<file path="config.mk">
export PLATFORM = sky130hd
export DESIGN_NAME = a2d_sweep_intf
export DESIGN_NICKNAME = d
export VERILOG_FILES = /design/src/rtl/a2d_sweep_intf.sv
export SDC_FILE = /design/constraint.sdc
export NUM_CORES = 1
export LEC_CHECK = 0
export BUFFER_PORTS_ARGS = -buffer_cell sky130_fd_sc_hd__buf_4
export CAP_MARGIN = 40
export CELL_PAD_IN_SITES_DETAIL_PLACEMENT = 0
export CELL_PAD_IN_SITES_GLOBAL_PLACEMENT = 1
export CORE_MARGIN = 10
export CORE_UTILIZATION = 47
export DETAILED_ROUTE_END_ITERATION = 6
export PLACE_DENSITY = 0.84
export SLEW_MARGIN = 0
export SYNTH_ARGS = -nofsm -noshare
export SYNTH_HDL_FRONTEND = slang
export SYNTH_SLANG_ARGS = --single-unit
</file>
<file path="constraint.sdc">
create_clock -name clk -period 2.8 [get_ports clk]
set_input_delay 0.28 -clock clk [delete_from_list [all_inputs] [get_ports clk]]
set_output_delay 0.28 -clock clk [all_outputs]
set_load 0.03 [all_outputs]
</file>
<file path="src/rtl/a2d_sweep_intf.sv">
// Multi-channel sweep controller for an ADC128S-style SPI A2D. Each transaction addresses the
// next channel while reading back the previous one; results are optionally IIR-filtered.
module a2d_sweep_intf #(
    parameter int unsigned         NUM_CH    = 3,
    parameter logic [3*NUM_CH-1:0] CH_MAP    = {3'd5, 3'd4, 3'd0},
    parameter int unsigned         SCLK_DIV  = 32,
    parameter int unsigned         AVG_SHIFT = 0
) (
    input  logic                 clk,
    input  logic                 rst_n,
    input  logic                 nxt,
    input  logic                 MISO,
    output logic                 SS_n,
    output logic                 SCLK,
    output logic                 MOSI,
    output logic [12*NUM_CH-1:0] results,
    output logic                 busy,
    output logic                 sweep_done
);

    localparam int unsigned Half = SCLK_DIV / 2;
    localparam int unsigned CntW = $clog2(SCLK_DIV);
    localparam int unsigned TxnW = $clog2(NUM_CH + 1);

    typedef enum logic [2:0] {StIdle, StFront, StShift, StBack, StGap, StDone} state_e;

    state_e            state_q, state_d;
    logic [CntW-1:0]   cnt_q, cnt_d;
    logic [3:0]        bit_q, bit_d;
    logic [TxnW-1:0]   txn_q, txn_d;
    logic [15:0]       tx_q, tx_d;
    logic [11:0]       rx_q, rx_d;
    logic              ss_n_q, ss_n_d;
    logic              sclk_q, sclk_d;
    logic              busy_q, busy_d;
    logic              done_q, done_d;
    logic              primed_q, primed_d;
    logic [11:0]       slot_q [NUM_CH];
    logic [11:0]       slot_d [NUM_CH];

    logic [TxnW-1:0]   slot_idx;
    logic [11:0]       old_val, new_val;
    logic signed [12:0] diff, step;

    // The final transaction repeats the last channel's address; its reply is the last slot.
    function automatic logic [15:0] cmd_for(input logic [TxnW-1:0] t);
        int unsigned idx;
        idx = 32'(t);
        if (idx >= NUM_CH) idx = NUM_CH - 1;
        return {2'b00, CH_MAP[3*idx +: 3], 11'h000};
    endfunction

    always_comb begin
        state_d  = state_q;
        cnt_d    = cnt_q + 1'b1;
        bit_d    = bit_q;
        txn_d    = txn_q;
        tx_d     = tx_q;
        rx_d     = rx_q;
        ss_n_d   = ss_n_q;
        sclk_d   = sclk_q;
        busy_d   = busy_q;
        done_d   = 1'b0;
        primed_d = primed_q;
        slot_d   = slot_q;

        slot_idx = txn_q - 1'b1;
        old_val  = slot_q[slot_idx];
        diff     = $signed({1'b0, rx_q}) - $signed({1'b0, old_val});
        step     = diff >>> AVG_SHIFT;
        new_val  = (AVG_SHIFT == 0 || !primed_q) ? rx_q : old_val + step[11:0];

        unique case (state_q)
            StIdle: begin
                cnt_d = '0;
                if (nxt) begin
                    state_d = StFront;
                    busy_d  = 1'b1;
                    ss_n_d  = 1'b0;
                    txn_d   = '0;
                    tx_d    = cmd_for('0);
                end
            end
            StFront: begin
                if (cnt_q == CntW'(Half - 1)) begin
                    state_d = StShift;
                    cnt_d   = '0;
                    bit_d   = '0;
                    sclk_d  = 1'b0;
                end
            end
            StShift: begin
                if (cnt_q == CntW'(Half - 1)) sclk_d = 1'b1;
                // MISO is taken one clk after the rising edge
                if (cnt_q == CntW'(Half)) rx_d = {rx_q[10:0], MISO};
                if (cnt_q == CntW'(SCLK_DIV - 1)) begin
                    cnt_d = '0;
                    if (bit_q == 4'd15) begin
                        state_d = StBack;
                    end else begin
                        bit_d  = bit_q + 1'b1;
                        sclk_d = 1'b0;
                        tx_d   = {tx_q[14:0], 1'b0};
                    end
                end
            end
            StBack: begin
                if (cnt_q == CntW'(Half - 1)) begin
                    state_d = StGap;
                    cnt_d   = '0;
                    ss_n_d  = 1'b1;
                    tx_d    = '0;
                    if (txn_q != '0) slot_d[slot_idx] = new_val;
                end
            end
            StGap: begin
                if (cnt_q == CntW'(Half - 1)) begin
                    cnt_d = '0;
                    if (txn_q == TxnW'(NUM_CH)) begin
                        state_d  = StDone;
                        done_d   = 1'b1;
                        busy_d   = 1'b0;
                        primed_d = 1'b1;
                    end else begin
                        state_d = StFront;
                        txn_d   = txn_q + 1'b1;
                        ss_n_d  = 1'b0;
                        tx_d    = cmd_for(txn_q + 1'b1);
                    end
                end
            end
            StDone: begin
                cnt_d   = '0;
                state_d = StIdle;
            end
            default: begin
                state_d = StIdle;
            end
        endcase
    end

    always_ff @(posedge clk or negedge rst_n) begin
        if (!rst_n) begin
            state_q  <= StIdle;
            cnt_q    <= '0;
            bit_q    <= '0;
            txn_q    <= '0;
            tx_q     <= '0;
            rx_q     <= '0;
            ss_n_q   <= 1'b1;
            sclk_q   <= 1'b1;
            busy_q   <= 1'b0;
            done_q   <= 1'b0;
            primed_q <= 1'b0;
            slot_q   <= '{default: '0};
        end else begin
            state_q  <= state_d;
            cnt_q    <= cnt_d;
            bit_q    <= bit_d;
            txn_q    <= txn_d;
            tx_q     <= tx_d;
            rx_q     <= rx_d;
            ss_n_q   <= ss_n_d;
            sclk_q   <= sclk_d;
            busy_q   <= busy_d;
            done_q   <= done_d;
            primed_q <= primed_d;
            slot_q   <= slot_d;
        end
    end

    for (genvar i = 0; i < NUM_CH; i++) begin : gen_results
        assign results[12*i +: 12] = slot_q[i];
    end

    assign SS_n       = ss_n_q;
    assign SCLK       = sclk_q;
    assign MOSI       = tx_q[15];
    assign busy       = busy_q;
    assign sweep_done = done_q;

endmodule

</file>
==> results.ini <==
[status]
status=completed

[logic_synthesis]
synth_compound_area_share_pct=6.83
yosysWarnings=0
synth_edf_count=0
synth_top_cells_by_area=dfrtp_1, mux2_4, ha_1
synth-xor-area-share_pct=0.784
synth_common_cells=dfrtp_1, mux2_4, nor2_1, ha_1, mux2_2
synth_fa_ha_area_share_pct=4.48
netlist_instances=234
syn_nets=250
synth_most_common_cell=dfrtp_1
async_flop_share_pct=100
syn_area_mm2=0.00335
yosys.area.top_type=dfrtp_1
synth_cell_type_count=49
synth_top_family_by_area=multiplexers
yosys.area_share.simple_pct=9.26
yosysTopAreaCellShare_pct=51.5
ys_seq_area_share_pct=53.1
syn_area_per_cell_um2=14.3
synth.ff_latch_count=71
synthMuxAreaShare_pct=22.1
ys.flop_type=dfrtp_1

[setup_path]
slowest_stage=dfrtp_1
critPathTopFamily=simple AND/OR/NAND/NOR gates
crit_chain=ha_1, and3_1, ha_1, nor2b_2, and4b_4, and2_4, mux2_2
crit_arrival_ns=2.48
cp_slowest_stage_delay_ns=0.39
crit_top_cell=ha_1
cp_num_buf_inv=0
crit_cells=7
critPathMaxFanout=12
critPathCaptureType=flip-flop
r2r_cells=7
criticalPathCategory=flip-flop to flip-flop
critPathLaunchType=flip-flop
required_ns=3.03

[die]
fp.dieH_um=104
ios=45
rows=30
core_region_area_mm2=0.00687
die_area_mm2=0.0109
initial_core_util_pct=48.8
die_w_um=104

[global_route]
grt_antenna_before_repair=0
use_met2_pct=17.6
grt_overflow=0
grt_pass1_vias=1978
grtUsageTotal_pct=11.7
top_usage_layer=met2
met3_usage_pct=5.14
grtUsageMet1_pct=14.7
grt_max_degree=71
grt_pass1_wl_mm=10.5

[place]
hpwl_mm=4.32
port_buffers=44
gp_congestion=0.731

[drt]
routedWlPerCell_um=15.8
ant_nets=0
vias_per_cell=5.01
firstDrtPassIters=4
drt_wl_total_mm=6.11
vias=1934
drcViolationCount=0
initialDrtViolationCount=39

[cts]
cts_hold_buf=1
cts_buffer_depth=2
cts_made_buffers=9
post_cts_buffers=0
root_buffer=clkbuf_8
htree_levels=3
cts.sinks=71
clock_latency_ns=0.34
clk_pin_slew_ns=0.08
cts_tree=done
ctsResizeCount=0

[timing]
final-hold-violation-count=0
finalMaxSlewViolations=0
max_freq_mhz=446
maxSlewHeadroom_pct=60.9
rsz0062_at_grt=false
worst_pin_slew_ns=0.587
setup_viol=0
fin_tns_setup_ns=0
period_share_pct=80.2
finalCriticalPeriod_ns=2.24
fin_skew_ns=0.00496

[pwr]
sw_frac_of_total_pct=29.9
p_leak_nw=1.97
switchingPower_w=0.000678
clkPwrFrac_pct=32.6
seq_power_share_pct=51.5
combinationalPowerShare_pct=15.8
p_int_w=0.00159
ir_drop_mv=0.335
power_density_mw_per_mm2=573

[hold_path]
hold_path.class=input pin to flip-flop
hold_depth=2

[cells_and_area]
drive_above_1_share_pct=46.2
nets=301
utilization_pct=57.7
diodes=0
layout-area-overhead-vs-synth_pct=18.2

[job]
cap_viol_max_count=0

[metal layers]
metal / vias to the layer above / share of wire, % / routed length, um
met5: - / 0 / 0
met4: 0 / 0.74 / 45
met3: 4 / 5.8 / 352
met2: 42 / 47 / 2900
met1: 951 / 46 / 2810
li1: 937 / - / -
[metrics by stage]
stage | instance area (um2) | std cells | hold slack (ns) | setup slack [ns] | total power [W]
after floorplan | 3350 | 234 | -0.0156 | 0.580 | 0.00145
after global placement | 3740 | 368 | 0.440 | 0.633 | 0.00154
after detailed placement | 3770 | 369 | 0.0793 | 0.543 | 0.00155
after CTS | 3960 | 386 | 0.150 | 0.525 | 0.00230
after global routing | 3960 | 386 | 0.160 | 0.388 | 0.00239
final | 3960 | 386 | 0.164 | 0.556 | 0.00227
[flip-flops by register name (all words and copies together) (netlist names)]
register and count:
SCLK 1, SS_n 1, bit_q 4, busy 1
cnt_q 5, new_val 12, results 36, state_q 3
sweep_done 1, tx_q 5, txn_q 2
[cell type report]
cell class / instances / area, um2
clock buffer: 10 / 138
sequential: 71 / 1780
tap: 96 / 120
timing repair buffer: 49 / 390
clock inverter: 6 / 45.0
multi-input combinational: 145 / 1460
fill: 566 / 2910
inverter: 9 / 33.8
[power groups by stage]
| stage | Combinational, W | Sequential (W) | Clock, W |
|---|---|---|---|
| 2_1_floorplan | 0.000275 | 0.00118 | 0 |
| 4_1_cts | 0.000366 | 0.00117 | 0.000765 |
| 5_1_grt | 0.000410 | 0.00118 | 0.000801 |
| 3_5_place_dp | 0.000363 | 0.00119 | 0 |
| 3_3_place_gp | 0.000355 | 0.00119 | 0 |
| 6_report | 0.000360 | 0.00117 | 0.000740 |
[kinds of logic (layout without fill, tap and decap cells)]
family | Yosys count | in the layout
buffers and inverters | 18 | 74
adders and majority gates | 12 | 12
DFF | 71 | 71
xor gates and xnor gates | 3 | 3
AOI/OAI and AO/OA | 30 | 30
and+or+nand+nor | 48 | 48
muxes | 52 | 52
[path summary, 6_finish.rpt]
| path | endpoint | slack [ns] | start |
|---|---|---|---|
| worst max-delay path | results[0] | 0.56 | cnt_q[0] |
| worst min-delay path | new_val[0] | 0.16 | MISO |
| worst min register to register | cnt_q[0] | 0.49 | cnt_q[0] |
| min in group asynchronous | results[6] | 0.26 | rst_n |
| max in group asynchronous | SS_n | 2.00 | rst_n |
| worst max register to register | results[0] | 0.56 | cnt_q[0] |
[cell usage in the layout (no fill, tap or decap), types with 2 or more instances in the layout]
| cell | synthesis | final |
|---|---|---|
| xor2_1 | 2 | 2 |
| mux2_4 | 41 | 41 |
| nand3_1 | 5 | 5 |
| nand2b_1 | 2 | 2 |
| a21oi_1 | 4 | 4 |
| nor2_1 | 14 | 14 |
| ha_1 | 12 | 12 |
| nand2_1 | 7 | 7 |
| a32o_1 | 2 | 2 |
| dfstp_2 | 2 | 2 |
| inv_1 | 9 | 9 |
| a22oi_1 | 2 | 2 |
| nor3b_1 | 2 | 2 |
| mux2_2 | 11 | 11 |
| and3_1 | 2 | 2 |
| clkinvlp_4 | 0 | 3 |
| and2_4 | 3 | 3 |
| buf_4 | 1 | 47 |
| a22o_2 | 3 | 3 |
| o21ai_0 | 5 | 5 |
| nor2b_1 | 2 | 2 |
| dfrtp_1 | 69 | 69 |
| clkbuf_8 | 0 | 10 |
| a21o_1 | 2 | 2 |
No activity file was read; power rests on OpenSTA's default activity.
